**src/rtl/pipe_stage_regs.sv**
```systemverilog
// Pipeline-register bank for a five-stage core: PCF, IF/ID, ID/EX, EX/MEM and MEM/WB
// control/tag fields driven by hazard_unit stall/flush controls, plus stall/bubble counters.
module pipe_stage_regs #(
    parameter int PC_W   = 32,
    parameter int REG_AW = 3,
    parameter int CNT_W  = 16
) (
    input  logic              clk,
    input  logic              rst_n,
    input  logic              StallF,
    input  logic              StallD,
    input  logic              FlushD,
    input  logic              FlushE,
    input  logic [PC_W-1:0]   pc_next,
    input  logic [PC_W-1:0]   instr_f,
    input  logic [REG_AW-1:0] RA1D,
    input  logic [REG_AW-1:0] RA2D,
    input  logic [REG_AW-1:0] WA3D,
    input  logic              RegWriteD,
    input  logic              MemtoRegD,
    input  logic              PCSrcD,
    output logic [PC_W-1:0]   PCF,
    output logic [PC_W-1:0]   InstrD,
    output logic [PC_W-1:0]   PCD,
    output logic              validD,
    output logic [REG_AW-1:0] RA1E,
    output logic [REG_AW-1:0] RA2E,
    output logic [REG_AW-1:0] WA3E,
    output logic              RegWriteE,
    output logic              MemtoRegE,
    output logic              PCSrcE,
    output logic              validE,
    output logic [REG_AW-1:0] WA3M,
    output logic              RegWriteM,
    output logic              PCSrcM,
    output logic [REG_AW-1:0] WA3W,
    output logic              RegWriteW,
    output logic              PCSrcW,
    output logic [CNT_W-1:0]  stall_cnt,
    output logic [CNT_W-1:0]  bubble_cnt
);

    typedef struct packed {
        logic [PC_W-1:0] instr;
        logic [PC_W-1:0] pc;
        logic            valid;
    } if_id_t;

    typedef struct packed {
        logic [REG_AW-1:0] ra1;
        logic [REG_AW-1:0] ra2;
        logic [REG_AW-1:0] wa3;
        logic              reg_write;
        logic              mem_to_reg;
        logic              pc_src;
        logic              valid;
    } id_ex_t;

    typedef struct packed {
        logic [REG_AW-1:0] wa3;
        logic              reg_write;
        logic              pc_src;
    } tail_t;

    logic [PC_W-1:0] pcf_q;
    logic [PC_W-1:0] pcf_next;
    if_id_t          if_id_q;
    if_id_t          if_id_next;
    id_ex_t          id_ex_q;
    id_ex_t          id_ex_next;
    tail_t           ex_mem_q;
    tail_t           mem_wb_q;
    logic [CNT_W-1:0] stall_q;
    logic [CNT_W-1:0] bubble_q;
    logic             stall_inc;
    logic             bubble_inc;

    always_comb begin
        pcf_next = pcf_q;
        if (!StallF) begin
            pcf_next = pc_next;
        end
    end

    // Flush beats stall so a squashed instruction can never be held in decode.
    always_comb begin
        if_id_next = if_id_q;
        if (FlushD) begin
            if_id_next = '0;
        end else if (!StallD) begin
            if_id_next.instr = instr_f;
            if_id_next.pc    = pcf_q;
            if_id_next.valid = 1'b1;
        end
    end

    // Controls are qualified by validD so a bubble in decode never writes or redirects.
    always_comb begin
        id_ex_next = '0;
        if (!FlushE) begin
            id_ex_next.ra1        = RA1D;
            id_ex_next.ra2        = RA2D;
            id_ex_next.wa3        = WA3D;
            id_ex_next.reg_write  = RegWriteD & if_id_q.valid;
            id_ex_next.mem_to_reg = MemtoRegD & if_id_q.valid;
            id_ex_next.pc_src     = PCSrcD & if_id_q.valid;
            id_ex_next.valid      = if_id_q.valid;
        end
    end

    assign stall_inc  = StallD && (stall_q != {CNT_W{1'b1}});
    assign bubble_inc = FlushE && if_id_q.valid && (bubble_q != {CNT_W{1'b1}});

    always_ff @(posedge clk or negedge rst_n) begin
        if (!rst_n) begin
            pcf_q   <= '0;
            if_id_q <= '0;
            id_ex_q <= '0;
        end else begin
            pcf_q   <= pcf_next;
            if_id_q <= if_id_next;
            id_ex_q <= id_ex_next;
        end
    end

    // The back end always advances; squashing happens only in front of execute.
    always_ff @(posedge clk or negedge rst_n) begin
        if (!rst_n) begin
            ex_mem_q <= '0;
            mem_wb_q <= '0;
        end else begin
            ex_mem_q.wa3       <= id_ex_q.wa3;
            ex_mem_q.reg_write <= id_ex_q.reg_write;
            ex_mem_q.pc_src    <= id_ex_q.pc_src;
            mem_wb_q           <= ex_mem_q;
        end
    end

    always_ff @(posedge clk or negedge rst_n) begin
        if (!rst_n) begin
            stall_q  <= '0;
            bubble_q <= '0;
        end else begin
            if (stall_inc) begin
                stall_q <= stall_q + CNT_W'(1);
            end
            if (bubble_inc) begin
                bubble_q <= bubble_q + CNT_W'(1);
            end
        end
    end

    assign PCF        = pcf_q;
    assign InstrD     = if_id_q.instr;
    assign PCD        = if_id_q.pc;
    assign validD     = if_id_q.valid;
    assign RA1E       = id_ex_q.ra1;
    assign RA2E       = id_ex_q.ra2;
    assign WA3E       = id_ex_q.wa3;
    assign RegWriteE  = id_ex_q.reg_write;
    assign MemtoRegE  = id_ex_q.mem_to_reg;
    assign PCSrcE     = id_ex_q.pc_src;
    assign validE     = id_ex_q.valid;
    assign WA3M       = ex_mem_q.wa3;
    assign RegWriteM  = ex_mem_q.reg_write;
    assign PCSrcM     = ex_mem_q.pc_src;
    assign WA3W       = mem_wb_q.wa3;
    assign RegWriteW  = mem_wb_q.reg_write;
    assign PCSrcW     = mem_wb_q.pc_src;
    assign stall_cnt  = stall_q;
    assign bubble_cnt = bubble_q;

endmodule

```
**config.mk**
```make
export PLATFORM = sky130hd
export DESIGN_NAME = pipe_stage_regs
export DESIGN_NICKNAME = d
export VERILOG_FILES = /design/src/rtl/pipe_stage_regs.sv
export SDC_FILE = /design/constraint.sdc
export NUM_CORES = 1
export LEC_CHECK = 0
export ABC_AREA = 1
export BUFFER_PORTS_ARGS = -buffer_cell sky130_fd_sc_hd__buf_2
export CELL_PAD_IN_SITES_DETAIL_PLACEMENT = 1
export CELL_PAD_IN_SITES_GLOBAL_PLACEMENT = 1
export CORE_ASPECT_RATIO = 1.75
export CORE_MARGIN = 2
export CORE_UTILIZATION = 39
export DETAILED_ROUTE_END_ITERATION = 10
export HOLD_SLACK_MARGIN = 0.06
export PLACE_DENSITY_LB_ADDON = 0.1
export SLEW_MARGIN = 5
export SYNTH_ARGS = -nofsm -noshare
export SYNTH_HDL_FRONTEND = slang
export SYNTH_SLANG_ARGS = --single-unit
```
**constraint.sdc**
```tcl
create_clock -name clk -period 2.5 [get_ports clk]
set_input_delay 0.5 -clock clk [delete_from_list [all_inputs] [get_ports clk]]
set_output_delay 0.5 -clock clk [all_outputs]
set_load 0.05 [all_outputs]
```
After elaboration in Yosys (flattened, before gate mapping). Index checks and enable logic that the tools add are counted.

Input bits: 82. Register bits: 152. Word-level logic and storage cells: 33.

Bitwise operators: 3. Add/subtract/negate cells: 2. Reduce and logical (&&, ||, !) cells: 3. Multiplexer cells: 3. Equal/unequal tests: 3.

Operators with widths (count): 2-to-1 mux 65 bit (2); adder 16 x 1 -> 16 bit, second input constant (2); != test 16 bit, second input constant (2); 2-to-1 mux 13 bit (1); AND 1 bit (3); logical AND 1 bit (3); != test 2 x 1 -> 1 bit, second input constant (1).

Logic depth before layout (Yosys ltp).
Word-level depth: 2. Mapped depth: 10. Mapped depth without buffers: 9.

Worst setup path before layout. Ideal clock, no wire load.

Path type: reg-to-reg. Start: register stall_q[0], in the netlist stall_cnt[0]. End: register stall_q[10], in the netlist stall_cnt[10]. Path slack: 666 ps. Period minus slack after synthesis: 1834 ps. Data required time: 2377 ps. Buffers on the path: 0. Library setup time: 123 ps. Arrival time: 1711 ps. Stages on the path, launching flop included: 9. Cell sequence: dfrtp_1 -> ha_1 -> nand2_1 -> nor2_1 -> nand2_1 -> nor2_2 -> nand2_1 -> o21ai_0 -> nand2_1.

Word-level cells in the longest chain between the ends: 2. Elaborated cells between the ends (all ways): 3.

RTL lines: start: declaration (line 73) `logic [CNT_W-1:0] stall_q;`; start signal: assignment (line 145) `stall_q <= stall_q + CNT_W'(1);`; parallel branches: the longest is 2 deep, another holds adder 16 x 1 -> 16 bit.

Several ways; the timed one is not identified. A chain may end at the register's enable or synchronous reset.

Final worst setup path.
Start: register bubble_q[0], in the netlist bubble_cnt[0]. End: register bubble_q[8], in the netlist bubble_cnt[8].

Word-level cells in the longest chain between the ends: 2. Elaborated cells between the ends (all ways): 3.

RTL lines: start: declaration (line 74) `logic [CNT_W-1:0] bubble_q;`; start signal: assignment (line 148) `bubble_q <= bubble_q + CNT_W'(1);`; parallel branches: the longest is 2 deep, another holds adder 16 x 1 -> 16 bit.

Several ways; the timed one is not identified.

==> results_dict.tcl <==
set metrics [dict create \
    status "finished clean" \
    tightest_slew_ns 0.787 \
    p_leak_nw 4.57 \
    fin_skew_ns 0.0123 \
    clk_pin_slew_worst_paths_ns 0.06 \
    cts_buffers 17 \
    grt_max_degree 80 \
    routedWlPerCell_um 17.9 \
    io_buffers 233 \
    post-place-ws_ns 0.705 \
    synth.avg_cell_area_um2 9.02 \
    worstPathRequired_ns 2.85 \
    yosysSeqAreaShare 0.596 \
    max_cap_violations 0 \
    die_x_um 101 \
    grt_first_pass_wirelength_mm 32.5 \
    grt_pass1_vias 6289 \
    cp.arrival_ns 2.15 \
    maxSlewHeadroom 0.475 \
    worstSetupStartpointType "flip-flop" \
    final_common_cell "buf_2" \
    first_pass_iters 4 \
    synth_seq_cells 152 \
    synth_cell_types 24 \
    cts_tree "done" \
    core.rowCount 61 \
    route.vias.total 5873 \
    die_h_um 173 \
    power.density_nw_per_um2 839 \
    setup_slack_ns 0.703 \
    wl_mm 20.4 \
    rsz0062_at_grt "no" \
    postCtsSetupRepairBufs 0 \
    synthCells 708 \
    nNetsFinal 1022 \
    cts_root_buffer "clkbuf_16" \
    clk_latency_ns 0.42 \
    grt.overflow.total 0 \
    period_share 0.719 \
    initial_core_util 0.400 \
    first_iter_violations 191 \
    criticalPathCategory "reg2reg" \
    synth_nets 792 \
    mostFrequentLayoutCells "232 x buf_2, 185 x nand2_1, 152 x dfrtp_1" \
    finalHoldViolCount 0 \
    area_delta_synth_final_pct 30.7 \
    power.total_mw 7.00 \
    cts.sinks 152 \
    antenna_left 0 \
    finalSetupTns_ns 0 \
    nFillCells 1947 \
    drc_errors 0 \
    drive_gt1_frac 0.320 \
    globalplace.congestion 0.843 \
    setup_viol 0 \
    end_kind "flip-flop" \
    viasPerCell 5.15 \
    peakVddDrop_mv 0.617 \
    antenna_found_initial 0 \
    cts_hold_buf 0 \
    syn-cell-area_um2 6390 \
    dp_hpwl_mm 15.1 \
    fmax_ghz 0.557 \
    clock_path_buffers 2 \
    drv_slew 0 \
    die_area_um2 17500 \
    min_path_type "in2async" \
    ios 234 \
    cts_resized 0 \
    htree_levels 4 \
    cp_max_fo 13 \
    ys_warn_count 0 \
    antenna_cells 0 \
    grt_usage 0.241 \
    core_area_um2 16000 \
    min_period_ns 1.80 \
]
-- synth_stat cells, drive strengths merged --
cell type | number | area share
nand4 | 11 | 0.011
nand3 | 127 | 0.10
inv | 58 | 0.034
mux2 | 17 | 0.030
a21oi | 16 | 0.013
nor2 | 67 | 0.044
ha | 2 | 0.0039
nand2 | 185 | 0.11
nand3b | 3 | 0.0035
o21ai | 26 | 0.020
dfrtp | 152 | 0.60
xnor2 | 4 | 0.0055
buf | 13 | 0.012
clkbuf | 21 | 0.012
xor2 | 5 | 0.0069
clkinv | 1 | 0.00059
-- flip-flops by register name (all words and copies together) (netlist names) --
name	flops
PCD	32
WA3M	3
stall_cnt	16
validE	1
PCSrcE	1
InstrD	32
RegWriteM	1
RA2E	3
PCSrcW	1
WA3W	3
MemtoRegE	1
PCF	32
WA3E	3
PCSrcM	1
RA1E	3
bubble_cnt	16
validD	1
RegWriteW	1
RegWriteE	1
-- routing by layer --
layer | vias up | wire length (um) | global-route usage | part of all wire
li1 | 2733 | - | - | -
met1 | 2910 | 7050 | 0.248 | 0.35
met2 | 185 | 11600 | 0.452 | 0.57
met3 | 45 | 885 | 0.0472 | 0.043
met4 | 0 | 872 | 0.116 | 0.043
met5 | - | 0 | 0 | 0
-- per-stage QoR --
step	utilization	instances	instance area, um^2	hold slack (ns)
final	0.523	1140	8350	0.0911
after global routing	0.523	1140	8350	0.116
after CTS	0.523	1140	8350	0.107
after detailed placement	0.486	1108	7760	0.359
after global placement	0.486	1108	7760	0.355
after floorplan	-	708	6390	0.204
-- final timing paths --
path	from	end	slack, ns	depth (start not counted)
min in group clk	FlushD	validD	0.27	2
max in group asynchronous	rst_n	PCD[15]	1.73	2
worst max-delay path	bubble_cnt[0]	bubble_cnt[8]	0.70	9
worst min-delay path	rst_n	InstrD[14]	0.09	1
worst max register to register	bubble_cnt[0]	bubble_cnt[8]	0.70	9
worst min register to register	RegWriteE	RegWriteM	0.37	0
-- critical path, stage by stage, from the launching register on --
cell and delay, ns:
dfrtp_1 0.42, ha_1 0.26, nand3_1 0.17, inv_2 0.06, nand2_1 0.10, nor2_4 0.05, nor2_4 0.28, buf_4 0.22
nand2_1 0.09, nand2_1 0.09
-- kinds of logic after synthesis --
kind of cell    Yosys count  share of synthesized area
compound gates           42                     0.0329
xor+xnor                  9                     0.0123
fa+ha+maj                 2                    0.00392
buf+inv                  93                     0.0590
flops                   152                      0.596
mux                      17                     0.0300
simple gates            393                      0.266
-- area by class of cell --
| type | instances | area (um^2) | share of cell area |
|---|---|---|---|
| Clock buffer | 19 | 443 | 0.0530 |
| Inverter | 59 | 225 | 0.0270 |
| Tap cell | 189 | 236 | 0.0283 |
| Clock inverter | 13 | 148 | 0.0177 |
| Timing Repair Buffer | 245 | 1290 | 0.154 |
| Multi-Input combinational cell | 463 | 2210 | 0.264 |
| Sequential cell | 152 | 3800 | 0.456 |
-- report_power, final --
| part | internal (mW) | leakage [nW] | switching (mW) |
|---|---|---|---|
| sequential | 2.67 | 1.95 | 0.203 |
| clock | 1.51 | 0.276 | 1.04 |
| combinational | 0.358 | 2.35 | 1.22 |
| total | 4.54 | 4.57 | 2.47 |
Note: power is estimated with default switching activity, not from simulation.
